[src/rtl/reg_pkg.sv]
`default_nettype none
// ============================================================================
// Module      : reg_pkg
// Description : Shared constants for the general-purpose datapath registers
//               (register file R1-R4, T1-T4 and other datapath registers) and
//               the control logic that drives them.
//               - FUNSEL_W    : width of the function-select bus
//               - FUNSEL_*    : function-select codes (dec / inc / load / clr)
//               - DATA_W      : default register width
// Revision    : 1.0 - initial release
// ============================================================================
package reg_pkg;

   // Width of the function-select bus shared by every register instance.
   localparam int FUNSEL_W = 2;

   // Function-select codes. The register file broadcasts one of these to all
   // registers and picks the target(s) through the per-register enables.
   localparam logic [FUNSEL_W-1:0] FUNSEL_DEC  = 2'b00;
   localparam logic [FUNSEL_W-1:0] FUNSEL_INC  = 2'b01;
   localparam logic [FUNSEL_W-1:0] FUNSEL_LOAD = 2'b10;
   localparam logic [FUNSEL_W-1:0] FUNSEL_CLR  = 2'b11;

   // Default datapath width.
   localparam int DATA_W = 8;

endpackage : reg_pkg
`default_nettype wire

[src/rtl/register.sv]
`default_nettype none
// ============================================================================
// Module      : register
// Description : Parameterised N-bit general-purpose register with a 2-bit
//               function select (decrement / increment / load / clear) gated
//               by a per-register enable. Wrap-around is silent and unsigned.
// Ports       :
//   clk     in   1          clock, all state changes on the rising edge
//   rst     in   1          synchronous active-high reset, highest priority
//   funsel  in   FUNSEL_W   operation select (see reg_pkg FUNSEL_* codes)
//   e       in   1          enable; 0 holds the register whatever funsel says
//   i       in   NBits      parallel load data
//   q       out  NBits      register contents, driven straight from state
// Revision    : 1.0 - initial release
// ============================================================================
module register
   import reg_pkg::*;
#(
   parameter int NBits = DATA_W
) (
   input  logic                clk,
   input  logic                rst,
   input  logic [FUNSEL_W-1:0] funsel,
   input  logic                e,
   input  logic [NBits-1:0]    i,
   output logic [NBits-1:0]    q
);

   logic [NBits-1:0] r_q;

   // Single state register; the next-state mux is the case on funsel.
   // Arithmetic is NBits wide, so dec of 0 and inc of all-ones wrap silently.
   always_ff @(posedge clk) begin
      if (rst) begin
         r_q <= '0;
      end else if (e) begin
         case (funsel)
            FUNSEL_DEC:  r_q <= r_q - NBits'(1);
            FUNSEL_INC:  r_q <= r_q + NBits'(1);
            FUNSEL_LOAD: r_q <= i;
            FUNSEL_CLR:  r_q <= '0;
            // Only reachable with X/Z on funsel, which is illegal: hold.
            default:     r_q <= r_q;
         endcase
      end
   end

   // No combinational path from any input to q.
   assign q = r_q;

endmodule : register
`default_nettype wire

[config.mk]
export PLATFORM = sky130hd
export DESIGN_NAME = register
export DESIGN_NICKNAME = d
export VERILOG_FILES = /design/src/rtl/reg_pkg.sv /design/src/rtl/register.sv
export SDC_FILE = /design/constraint.sdc
export NUM_CORES = 1
export LEC_CHECK = 0
export BUFFER_PORTS_ARGS = -buffer_cell sky130_fd_sc_hd__buf_2
export CAP_MARGIN = 40
export CELL_PAD_IN_SITES_DETAIL_PLACEMENT = 1
export CELL_PAD_IN_SITES_GLOBAL_PLACEMENT = 1
export CORE_MARGIN = 4
export CORE_UTILIZATION = 32
export CTS_CLUSTER_DIAMETER = 30
export CTS_CLUSTER_SIZE = 25
export DETAILED_ROUTE_END_ITERATION = 6
export GPL_ROUTABILITY_DRIVEN = 0
export PLACE_DENSITY_LB_ADDON = 0.1
export SYNTH_ARGS = -nofsm -noshare
export SYNTH_HDL_FRONTEND = slang
export SYNTH_SLANG_ARGS = --single-unit
[constraint.sdc]
create_clock -name clk -period 2.15 [get_ports clk]
set_clock_uncertainty 0.2 [all_clocks]
set_input_delay 0.1075 -clock clk [delete_from_list [all_inputs] [get_ports clk]]
set_output_delay 0.1075 -clock clk [all_outputs]
set_load 0.01 [all_outputs]
**Yosys cells after proc, flatten, opt, wreduce, memory -nomap -nowiden**

Cells that the tools add are included.

- Flip-flop bits (word level): 8
- Input bits: 13
- Output and inout port bits: 8
- Logic and storage cells: 8

- $add $sub $neg: 2
- Equal/unequal tests: 3
- Muxes and demuxes: 1
- Reduce and logical (&&, ||, !) cells: 1

Operators with widths:

| kind | number |
|---|---|
| 8-bit one-hot mux with 4 select lines | 1 |
| 8-bit by 1-bit adder with 8-bit output, second input constant | 1 |
| 8-bit by 1-bit subtractor with 8-bit output, second input constant | 1 |
| 2-bit == test, second input constant | 2 |
| 2-bit by 1-bit == test with 1-bit output, second input constant | 1 |
| 2-bit zero test | 1 |

**Depth between registers and ports, before layout**

Gate-level depths: netlist of run 1.

- Word-level depth: 2
- Mapped depth: 8

**Worst setup path before layout of run 1**

Ideal clock, no wire load.

- Kind: input-to-reg
- Start point: input funsel[1]
- End point: register r_q[5] (netlist: q[5])
- Setup time: 140 ps
- Arrival: 1740 ps
- Data required time: 1810 ps
- Setup slack: 70 ps
- Stages on the path: 8
- Buffers on the path: 1
- Path through: clkbuf_1 nand2b_1 ha_1 a211oi_1 o21bai_1 a21oi_1 xor2_1 a31oi_1

- Cells in the longest elaborated chain, start to end: 2

RTL lines:

| what | line | text |
|---|---|---|
| start, declared | register.sv:23 | `input logic [FUNSEL_W-1:0] funsel,` |
| 2-bit == test, or another cell as far along | register.sv:37 | `case (funsel)` |
| 8-bit one-hot mux with 4 select lines * | register.sv:37 |  |
| end signal, assigned | register.sv:38 | `FUNSEL_DEC: r_q <= r_q - NBits'(1);` |
| end signal, assigned | register.sv:39 | `FUNSEL_INC: r_q <= r_q + NBits'(1);` |
| end signal, assigned | register.sv:40 | `FUNSEL_LOAD: r_q <= i;` |
| end, declared | register.sv:29 | `logic [NBits-1:0] r_q;` |

Mark *: on every way between the ends. The rest lies on a longest branch, timed or not.
A chain may end at the register's enable or synchronous reset.

**Worst setup path in the final report of run 1**

- Start point: register r_q[0] (netlist: q[0])
- End point: register r_q[6] (netlist: q[6])

- Cells in the longest elaborated chain, start to end: 2

RTL lines:

| what | line |
|---|---|
| 8-bit by 1-bit adder with 8-bit output / 8-bit by 1-bit subtractor with 8-bit output (equally long branches) | register.sv:39, register.sv:38 |
| 8-bit one-hot mux with 4 select lines * | register.sv:37 |

Marks and branches as above.

==> impl_metrics.tcl, run 1 <==
set metrics [dict create \
    outcome "finished, final reports clean" \
    placeableCoreArea_mm2 0.00200 \
    insertion_delay_ps 250 \
    die_width_um 54.5 \
    r2r.worst_path.cells 6 \
    synth-async-reset-ratio_pct 0 \
    floorplan.initialDensity_pct 34.6 \
    clock-sinks 8 \
    cts.root.buffer_cell "sky130_fd_sc_hd__clkbuf_4" \
    cts.htree.levels 1 \
    worst-r2r-setup-slack_ps 110 \
    place.detailed.hpwl_um 1660 \
    synth.lib_cells_used.distinct 31 \
    primary_ff_master_synth "sky130_fd_sc_hd__dfxtp_1" \
    critical_path.n_buffers_inverters 0 \
    final_hold_viol_count 0 \
    path_clk_slew_ps 60 \
    route.vias.total 771 \
    tritoncts_clock_tree "done" \
    post_synthesis_instance_total 86 \
    max_cap_violations 0 \
    floorplan.io_pins 21 \
    regToRegStartpoint "q[0]" \
    power_total_uw 545 \
    port-buffer-count 20 \
    drt-total-wl_um 2140 \
    globalRouteTotalUtil_pct 16.5 \
    cts_setup_buffers 0 \
    synth.cell_area_um2 692 \
    drt_first_iter_violations 10 \
    worst_hold_path.num_cells 5 \
    cts_hold_buffers 6 \
    final_layout_size_suffix_gt1_share_pct 28.9 \
    cts-buffers-inserted 3 \
    critical_path_peak_fanout 6 \
    critical_path_arrival_ps 2000 \
    synthesis.area_per_instance_um2 8.05 \
    period_share_pct 94.7 \
    timing.critical_path.slowest_stage_cell "sky130_fd_sc_hd__fa_1" \
    crit_path_end_kind "register" \
    setup_violations 0 \
    grt_max_degree 18 \
    route.detailed.vias_per_inst 5.21 \
    timing.critical_path.required_ps 2110 \
    min-delay-path-class "in2reg" \
    grt_remaining_overflow 0 \
    synth.ff_latch_count 8 \
    max_freq_mhz 491 \
    worst_hold_slack_ps 8.30 \
    power-per-cell-area_mw_per_mm2 561 \
    cell_with_the_most_instances_on_the_worst_path "sky130_fd_sc_hd__a21o_1" \
    synthesis.nets 106 \
    worst_path_largest_cell_delay_ps 470 \
    end_of_the_worst_hold_path "q[2]" \
    regToRegEndpoint "q[6]" \
    fin_util_pct 48.5 \
    via_count_of_the_first_global_routing_pass 725 \
    worstHoldStart "i[2]" \
    crit_type "reg2reg" \
    wl_per_cell_um 14.4 \
    clk_path_buf_depth 2 \
    path_cells "fa_1 -> a21o_1 -> a21o_1 -> a21oi_1 -> a41oi_1 -> a311oi_2" \
    setup_repair_after_global_routing_missed_its_margin "no" \
    worst_setup_path_start_kind "register" \
    placed_cells 139 \
    vdd.ir_drop.worst_mv 0.193 \
    total_leakage_power_uw 0.000453 \
    die-height_um 54.5 \
    synth.yosys.seq_area_share_pct 23.1 \
    pre_cts_ws_ps -129 \
    finish.net_count 143 \
    timing.max_slew.rel_slack_pct 75.8 \
    synth.yosys.warnings 0 \
    wire_length_of_the_first_global_routing_pass_um 3420 \
    area.growth.synth_to_final_pct 40.3 \
    tightest_slew_ps 360 \
    timing.critical_path.max_delay_family "compound AO/OA/AOI/OAI gates" \
    instances_no_fill 148 \
    n_antenna_cell 0 \
    route.detailed.drc 0 \
    antenna_left 0 \
    report.final.slew_viol_count 0 \
    ctsResizeCount 0 \
    synth-edff-count 0 \
    drtPass1Iterations 4 \
    layout_setup_ws_ps 114 \
    number_of_antenna_violations_at_the_first_check_in_global_routing 0 \
    largest_reg_flops 8 \
    post-route-min-period_ps 2040 \
    fp-row-count 16 \
    die_area_mm2 0.00297 \
]
==> Yosys cell counts (3+ instances only) <==
master	n	area [um^2]
sky130_fd_sc_hd__a21oi_1	8	40.0
sky130_fd_sc_hd__a211oi_1	6	45.0
sky130_fd_sc_hd__ha_1	6	75.1
sky130_fd_sc_hd__o21ai_0	3	15.0
sky130_fd_sc_hd__dfxtp_1	8	160
sky130_fd_sc_hd__nand2_1	3	11.3
sky130_fd_sc_hd__nor2_1	12	45.0
sky130_fd_sc_hd__clkbuf_1	4	15.0
sky130_fd_sc_hd__a21o_1	4	30.0
sky130_fd_sc_hd__nor3_1	4	20.0
==> placed cells by master, fill, tap and decap left out, types with 2 or more instances in the layout <==
cell / count
sky130_fd_sc_hd__a21o_1: 4
sky130_fd_sc_hd__dlygate4sd3_1: 6
sky130_fd_sc_hd__dfxtp_1: 8
sky130_fd_sc_hd__nor2b_1: 2
sky130_fd_sc_hd__or4b_1: 2
sky130_fd_sc_hd__buf_4: 11
sky130_fd_sc_hd__nor2_1: 12
sky130_fd_sc_hd__mux2i_1: 2
sky130_fd_sc_hd__nor3_1: 4
sky130_fd_sc_hd__ha_1: 6
sky130_fd_sc_hd__a211oi_1: 6
sky130_fd_sc_hd__a2bb2oi_1: 2
sky130_fd_sc_hd__nand3_1: 2
sky130_fd_sc_hd__o21ai_0: 3
sky130_fd_sc_hd__nand2b_1: 2
sky130_fd_sc_hd__xnor2_1: 2
sky130_fd_sc_hd__nand2_1: 3
sky130_fd_sc_hd__buf_2: 20
sky130_fd_sc_hd__clkbuf_4: 3
sky130_fd_sc_hd__a21oi_1: 8
==> final cells by class <==
type / count / area [um^2]
tap: 27 / 33.8
clock buffer: 3 / 22.5
timing repair buffer: 37 / 243
fill: 258 / 1030
multi-input combinational: 72 / 508
inverter: 1 / 3.75
sequential: 8 / 160
==> report_power, final <==
| group | total, uW | internal, uW | leakage (uW) | switching (uW) |
|---|---|---|---|---|
| sequential | 178 | 163 | 0.0000662 | 15.5 |
| combinational | 247 | 126 | 0.000373 | 121 |
| clock | 119 | 64.2 | 0.0000138 | 55.2 |
| total | 545 | 353 | 0.000453 | 192 |
==> cells by family (layout without fill, tap and decap cells) <==
| group | count (synthesis) | after routing | synth area share, % |
|---|---|---|---|
| and+or+nand+nor | 31 | 31 | 23.5 |
| AOI/OAI and AO/OA | 29 | 29 | 29.5 |
| DFF | 8 | 8 | 23.1 |
| adders and majority gates | 7 | 7 | 13.7 |
| buffers and inverters | 6 | 41 | 3.43 |
| xor gates and xnor gates | 3 | 3 | 3.80 |
| muxes | 2 | 2 | 2.89 |
==> worst reg2reg max path: stages, from the launching register on <==
cell and delay [ps]:
sky130_fd_sc_hd__dfxtp_1 380, sky130_fd_sc_hd__fa_1 470, sky130_fd_sc_hd__a21o_1 180, sky130_fd_sc_hd__a21o_1 210, sky130_fd_sc_hd__a21oi_1 160, sky130_fd_sc_hd__a41oi_1 80
sky130_fd_sc_hd__a311oi_2 270
==> routing by layer <==
layer | GRT usage (%) | up-vias | part of all wire [%]
li1 | - | 397 | -
met1 | 20.6 | 361 | 50
met2 | 27.7 | 11 | 46
met3 | 2.45 | 2 | 2.9
met5 | 0 | - | 0
met4 | 7.47 | 0 | 0.98
==> through the flow <==
stage / setup TNS (ps) / instance area, um^2
after floorplan: 0 / 692
after global placement: -89.3 / 888
after detailed placement: -236 / 888
after CTS: 0 / 971
after global routing: 0 / 971
final: 0 / 971
==> worst max-delay path by stage <==
stage              start   end  slack [ps]  cells after the start
3_3_place_gp   funsel[1]  q[4]         -50                      9
5_1_grt             q[0]  q[6]          10                      6
6_report            q[0]  q[6]         110                      6
4_1_cts             q[0]  q[6]         100                      6
3_5_place_dp   funsel[1]  q[6]        -130                      9
2_1_floorplan  funsel[1]  q[5]          70                      8
(Power assumes the default switching activity.)
==> run 2, diff against run 1 <==
- ABC_AREA: not set -> 1
- CORE_UTILIZATION: 32 -> 33
- CTS_BUF_LIST: not set -> sky130_fd_sc_hd__clkbuf_2 sky130_fd_sc_hd__clkbuf_4 sky130_fd_sc_hd__clkbuf_8
==> run 2 against run 1 <==
- via count up 1.7%
- combinational power down 9.7%
- clock-buffer cell count unchanged
- synthesized cell count up 23%
- worst hold slack better by 11 ps
- non-clock buffer count down 8
- final area down 1.5%
- global-route usage up 0.69 points
- critical path type unchanged
- largest cell class unchanged
==> impl_metrics.tcl, run 2 <==
set metrics [dict create \
    outcome "finished, final reports clean" \
    die_width_um 54.5 \
    final_layout_size_suffix_gt1_share_pct 26.3 \
    crit_path_end_kind "register" \
    critical_path_peak_fanout 5 \
    cts_setup_buffers 0 \
    die-height_um 54.5 \
    n_antenna_cell 0 \
    number_of_antenna_violations_at_the_first_check_in_global_routing 0 \
    route.detailed.vias_per_inst 4.78 \
    yosys.area.top_type "sky130_fd_sc_hd__dfxtp_1" \
    critical_path_arrival_ps 1670 \
    wl_per_cell_um 13.0 \
    power_total_uw 519 \
    regToRegEndpoint "q[6]" \
    route.detailed.drc 0 \
    layout.cells.most_common_list "sky130_fd_sc_hd__nand2_1, sky130_fd_sc_hd__buf_2, sky130_fd_sc_hd__inv_1" \
    end_point_of_the_critical_path "q[6]" \
    insertion_delay_ps 250 \
    antenna_left 0 \
    via_count_of_the_first_global_routing_pass 803 \
    layout_setup_ws_ps 468 \
    report.final.slew_viol_count 0 \
    drt-total-wl_um 2130 \
    timing.critical_path.required_ps 2140 \
    wire_length_of_the_first_global_routing_pass_um 3670 \
    grt_max_degree 17 \
    post_synthesis_instance_total 106 \
    synth-edff-count 0 \
    port-buffer-count 20 \
    synth_most_common_cell "sky130_fd_sc_hd__nand2_1" \
    finish.net_count 159 \
    regToRegStartpoint "q[0]" \
    grt_remaining_overflow 0 \
    p_seq_share_pct 33.6 \
    clk_path_buf_depth 2 \
    final_hold_viol_count 0 \
    internal-power_uw 321 \
    cts.htree.levels 1 \
    clock-sinks 8 \
    min-delay-path-class "in2reg" \
    placeableCoreArea_mm2 0.00200 \
    worst_hold_slack_ps 19.3 \
    pre_cts_ws_ps 263 \
    cts.root.buffer_cell "sky130_fd_sc_hd__clkbuf_4" \
    power-per-cell-area_mw_per_mm2 543 \
    source_of_the_critical_timing_path "q[0]" \
    path_clk_slew_ps 60 \
    die_area_mm2 0.00297 \
    largest_reg_flops 8 \
    ctsResizeCount 0 \
    grt.met2_usage_pct 28.9 \
    post_synthesis_share_of_cell_area_spent_on_xor_and_xnor_gates_pct 0 \
    setup_violations 0 \
    grt_use_met1_pct 22.1 \
    setup-tns-final_ps 0 \
    synth.yosys.warnings 0 \
    floorplan.initialDensity_pct 35.7 \
    crit_type "reg2reg" \
    max_freq_mhz 595 \
    synth.ff_latch_count 8 \
    fp-row-count 16 \
    synth_adder_area_share_pct 13.3 \
    floorplan.io_pins 21 \
    power.share.switching_pct 38.2 \
    r2r.worst_path.cells 8 \
    cts_hold_buffers 9 \
    synthesis.area_per_instance_um2 6.74 \
    grtUsageMet3_pct 1.63 \
    muxShareOfSynthArea_pct 0 \
    synth_top_cell_area_share_pct 22.4 \
    worst_setup_path_start_kind "register" \
    filler_cell_count 274 \
    tritoncts_clock_tree "done" \
    synth_simple_gate_area_share_pct 36.4 \
    place.detailed.hpwl_um 1640 \
    tightest_slew_ps 269 \
    grt-busiest-layer "met2" \
    synth-compound-area-share_pct 19.4 \
    drtPass1Iterations 3 \
    vdd.ir_drop.worst_mv 0.307 \
    worst-r2r-setup-slack_ps 470 \
    primary_ff_master_synth "sky130_fd_sc_hd__dfxtp_1" \
    area.growth.synth_to_final_pct 33.8 \
    post-route-min-period_ps 1680 \
    synth_top_family_by_area "simple AND/OR/NAND/NOR gates" \
    netlist_top_cells_count "sky130_fd_sc_hd__nand2_1, sky130_fd_sc_hd__inv_1, sky130_fd_sc_hd__nand3_1" \
    synth.lib_cells_used.distinct 24 \
    cts-buffers-inserted 3 \
    period_share_pct 78.2 \
    route.vias.total 784 \
    synth.cell_area_um2 714 \
    synth-async-reset-ratio_pct 0 \
    max_cap_violations 0 \
    drt_first_iter_violations 3 \
    layout_commonest_cell "sky130_fd_sc_hd__nand2_1" \
    setup_repair_after_global_routing_missed_its_margin "no" \
    synthesis.nets 126 \
    p_clk_share_pct 23.4 \
    power_frac_comb_pct 43.0 \
    globalRouteTotalUtil_pct 17.2 \
    p_sw_uw 198 \
    total_leakage_power_uw 0.000497 \
    timing.max_slew.rel_slack_pct 82.1 \
    synth.yosys.seq_area_share_pct 22.4 \
    synth_area_leaders "sky130_fd_sc_hd__dfxtp_1, sky130_fd_sc_hd__nand2_1, sky130_fd_sc_hd__ha_1" \
]
==> run 2: cell types whose count changed in the layout (fill, tap and decap cells not counted), sizes merged, moves of 4 or more <==
cell | before | now
a211oi | 6 | 0
buf | 31 | 20
inv | 1 | 13
nand2 | 3 | 35
nand3 | 2 | 11
nor2 | 12 | 4
nor3 | 4 | 0
o21ai | 3 | 9
==> run 2: worst min-delay path by stage <==
stage	start	endpoint	slack, ps	depth (start not counted)
finish	rst	q[4]	20	4
global route	funsel[1]	q[5]	30	4
CTS	funsel[1]	q[5]	10	4
detailed placement	i[1]	q[1]	170	3
global placement	i[0]	q[0]	170	3
floorplan	i[0]	q[0]	50	2
==> run 2: worst max-delay path: stages, from the launching register on <==
cell                       delay (ps)
sky130_fd_sc_hd__dfxtp_1          360
sky130_fd_sc_hd__fa_1             470
sky130_fd_sc_hd__nand2_1           80
sky130_fd_sc_hd__nand2_1           80
sky130_fd_sc_hd__nand3b_1         110
sky130_fd_sc_hd__nand2_1           60
sky130_fd_sc_hd__nand2_1           60
sky130_fd_sc_hd__nand3_1           70
sky130_fd_sc_hd__a21oi_1          140
==> run 2: cell type report <==
type	count	area, um^2	share of cell area (%)
multi-input cells	83	494	51.7
repair buffers	29	190	19.9
flip-flops and latches	8	160	16.8
inverters	14	55.1	5.76
well taps	27	33.8	3.53
clock buffers	3	22.5	2.36
==> run 2: kinds of logic after synthesis <==
kind of cell	Yosys count
DFF	8
buffers and inverters	15
and+or+nand+nor	54
adders and majority gates	7
AOI/OAI and AO/OA	22
==> run 2: power groups by stage <==
stage	Clock [uW]	Sequential [uW]	Combinational [uW]
final	121	174	223
after CTS	129	174	224
after detailed placement	0	177	210
after floorplan	0	181	144
after global routing	133	176	256
after global placement	0	177	202
==> run 2: stage by stage <==
stage	cells	instance area [um^2]	utilization [%]
floorplan	106	714	-
global placement	152	843	42.1
detailed placement	152	843	42.1
CTS	164	956	47.8
global route	164	956	47.8
finish	164	956	47.8
==> run 2: metal layers <==
layer | vias up | share of wire [%]
met5 | - | 0
met3 | 2 | 2.3
met4 | 0 | 0.75
met2 | 13 | 49
li1 | 413 | -
met1 | 356 | 48
==> run 3, diff against run 2 <==
- clock period: 2.15 -> 1.5 ns (I/O delays scaled with it)
==> run 3 against run 2 <==
- the flow now finishes with violations (negative setup slack)
- worst hold slack lost 12 ps
- final area grew 22%
- sequential power grew 47%
- maximum frequency grew 5.3%
- cell count grew 8.5%
- wire length grew 31%
- highest routed layer unchanged
==> impl_metrics.tcl, run 3 (synthesized netlist as in run 2, its figures left out) <==
set metrics [dict create \
    outcome "complete, but fails checks" \
    failed_checks "negative setup slack" \
    worst_setup_path_start_kind "register" \
    tritoncts_clock_tree "done" \
    antenna_left 0 \
    floorplan.io_pins 21 \
    area.sequential_um2 168 \
    port-buffer-count 20 \
    filler_cell_count 263 \
    layout_setup_ws_ps -97.6 \
    setup_repair_after_global_routing_missed_its_margin "yes" \
    crit_path_end_kind "register" \
    n_antenna_cell 0 \
    worst_hold_slack_ps 7.47 \
    cts.root.buffer_cell "sky130_fd_sc_hd__clkbuf_4" \
    end_point_of_the_critical_path "q[6]" \
    layout.cells.most_common_list "sky130_fd_sc_hd__nand2_1, sky130_fd_sc_hd__buf_2, sky130_fd_sc_hd__buf_4" \
    crit_type "reg2reg" \
    period_share_pct 107 \
    die_area_mm2 0.00297 \
    clock-sinks 8 \
    largest_reg_flops 8 \
    p_sw_uw 344 \
    p_seq_share_pct 29.1 \
    regToRegEndpoint "q[6]" \
    die-height_um 54.5 \
    path_clk_slew_ps 60 \
    multiInputGateArea_um2 591 \
    place.detailed.hpwl_um 1770 \
    critical_path_peak_fanout 3 \
    finalInstanceArea_mm2 0.00116 \
    wire_length_of_the_first_global_routing_pass_um 4320 \
    via_count_of_the_first_global_routing_pass 937 \
    setup-tns-final_ps -367 \
    total_leakage_power_uw 0.000568 \
    area.growth.synth_to_final_pct 63.0 \
    critical_path_arrival_ps 1600 \
    fp-row-count 16 \
    post-route-min-period_ps 1600 \
    fin_util_pct 58.2 \
    source_of_the_critical_timing_path "q[1]" \
    final_layout_size_suffix_gt1_share_pct 43.7 \
    min-delay-path-class "in2reg" \
    regToRegStartpoint "q[1]" \
    power-per-cell-area_mw_per_mm2 754 \
    drt-total-wl_um 2790 \
    timing.critical_path.required_ps 1500 \
    power_frac_comb_pct 50.1 \
    floorplan.initialDensity_pct 35.7 \
    max_cap_violations 0 \
    route.detailed.drc 0 \
    cts-buffers-inserted 3 \
    pre_cts_ws_ps -162 \
    internal-power_uw 534 \
    report.final.slew_viol_count 0 \
    drtPass1Iterations 4 \
    route.vias.total 891 \
    postPlaceCellArea_um2 966 \
    max_freq_mhz 626 \
    r2r.worst_path.cells 8 \
    timing.max_slew.rel_slack_pct 75.9 \
    grt_remaining_overflow 0 \
    p_clk_share_pct 20.8 \
    power.share.switching_pct 39.2 \
    number_of_antenna_violations_at_the_first_check_in_global_routing 0 \
    clk_path_buf_depth 2 \
    grt_max_degree 17 \
    placeableCoreArea_mm2 0.00200 \
    tightest_slew_ps 360 \
    drt_first_iter_violations 9 \
    final_hold_viol_count 0 \
    cts.htree.levels 1 \
    finish.net_count 173 \
    worst-r2r-setup-slack_ps -100 \
    die_width_um 54.5 \
    route.detailed.vias_per_inst 5.01 \
    wl_per_cell_um 15.7 \
    layout_commonest_cell "sky130_fd_sc_hd__nand2_1" \
    vdd.ir_drop.worst_mv 0.486 \
    setup_violations 5 \
    insertion_delay_ps 260 \
    globalRouteTotalUtil_pct 21.0 \
]
[run 3: area by class of cell]
cell class / count / area share [%]
multi-input cells: 83 / 50.7
repair buffers: 43 / 25.3
flip-flops and latches: 8 / 14.4
inverters: 14 / 4.73
well taps: 27 / 2.90
clock buffers: 3 / 1.93
[run 3: power by group through the flow]
stage | clock (uW) | combinational [uW] | sequential (uW)
final | 183 | 440 | 256
after detailed placement | 0 | 359 | 254
after global placement | 0 | 347 | 253
after floorplan | 0 | 211 | 262
after CTS | 192 | 397 | 252
after global routing | 204 | 486 | 258
[run 3: worst min-delay path by stage]
stage	from	to	slack, ps	depth (start not counted)
after floorplan	i[0]	q[0]	10	2
after CTS	e	q[3]	5	2
after global placement	i[0]	q[0]	120	3
final	e	q[1]	7	2
after detailed placement	i[0]	q[0]	130	3
after global routing	e	q[3]	20	2
[run 3: metrics by stage]
| step | power [uW] | cells |
|---|---|---|
| floorplan | 472 | 106 |
| global placement | 600 | 166 |
| detailed placement | 613 | 166 |
| CTS | 841 | 178 |
| global route | 948 | 178 |
| finish | 879 | 178 |
[run 3: worst max-delay path, cell delays in order (launching register included)]
cell and delay (ps):
sky130_fd_sc_hd__dfxtp_2 360, sky130_fd_sc_hd__fa_2 400, sky130_fd_sc_hd__nand2_2 90, sky130_fd_sc_hd__nand2_2 60, sky130_fd_sc_hd__nand3b_1 100, sky130_fd_sc_hd__nand2_1 60
sky130_fd_sc_hd__nand2_1 60, sky130_fd_sc_hd__nand3_1 70, sky130_fd_sc_hd__a21oi_1 130
[run 3: repair_timing]
action	4_1_cts	5_1_grt
resized for setup	6	8
hold buffers	9	0
buffers inserted	0	0
pin swaps	5	4
endpoints found under the hold margin	8	0
endpoints found under the setup margin	4	5
[run 3: routing by layer]
layer  vias up  global-route usage, %  share of wire, %
li1        442                      -                 -
met5         -                      0                 0
met2        20                   37.3                53
met3         6                   3.54               2.7
met1       423                   24.7                43
met4         0                   8.71               1.7
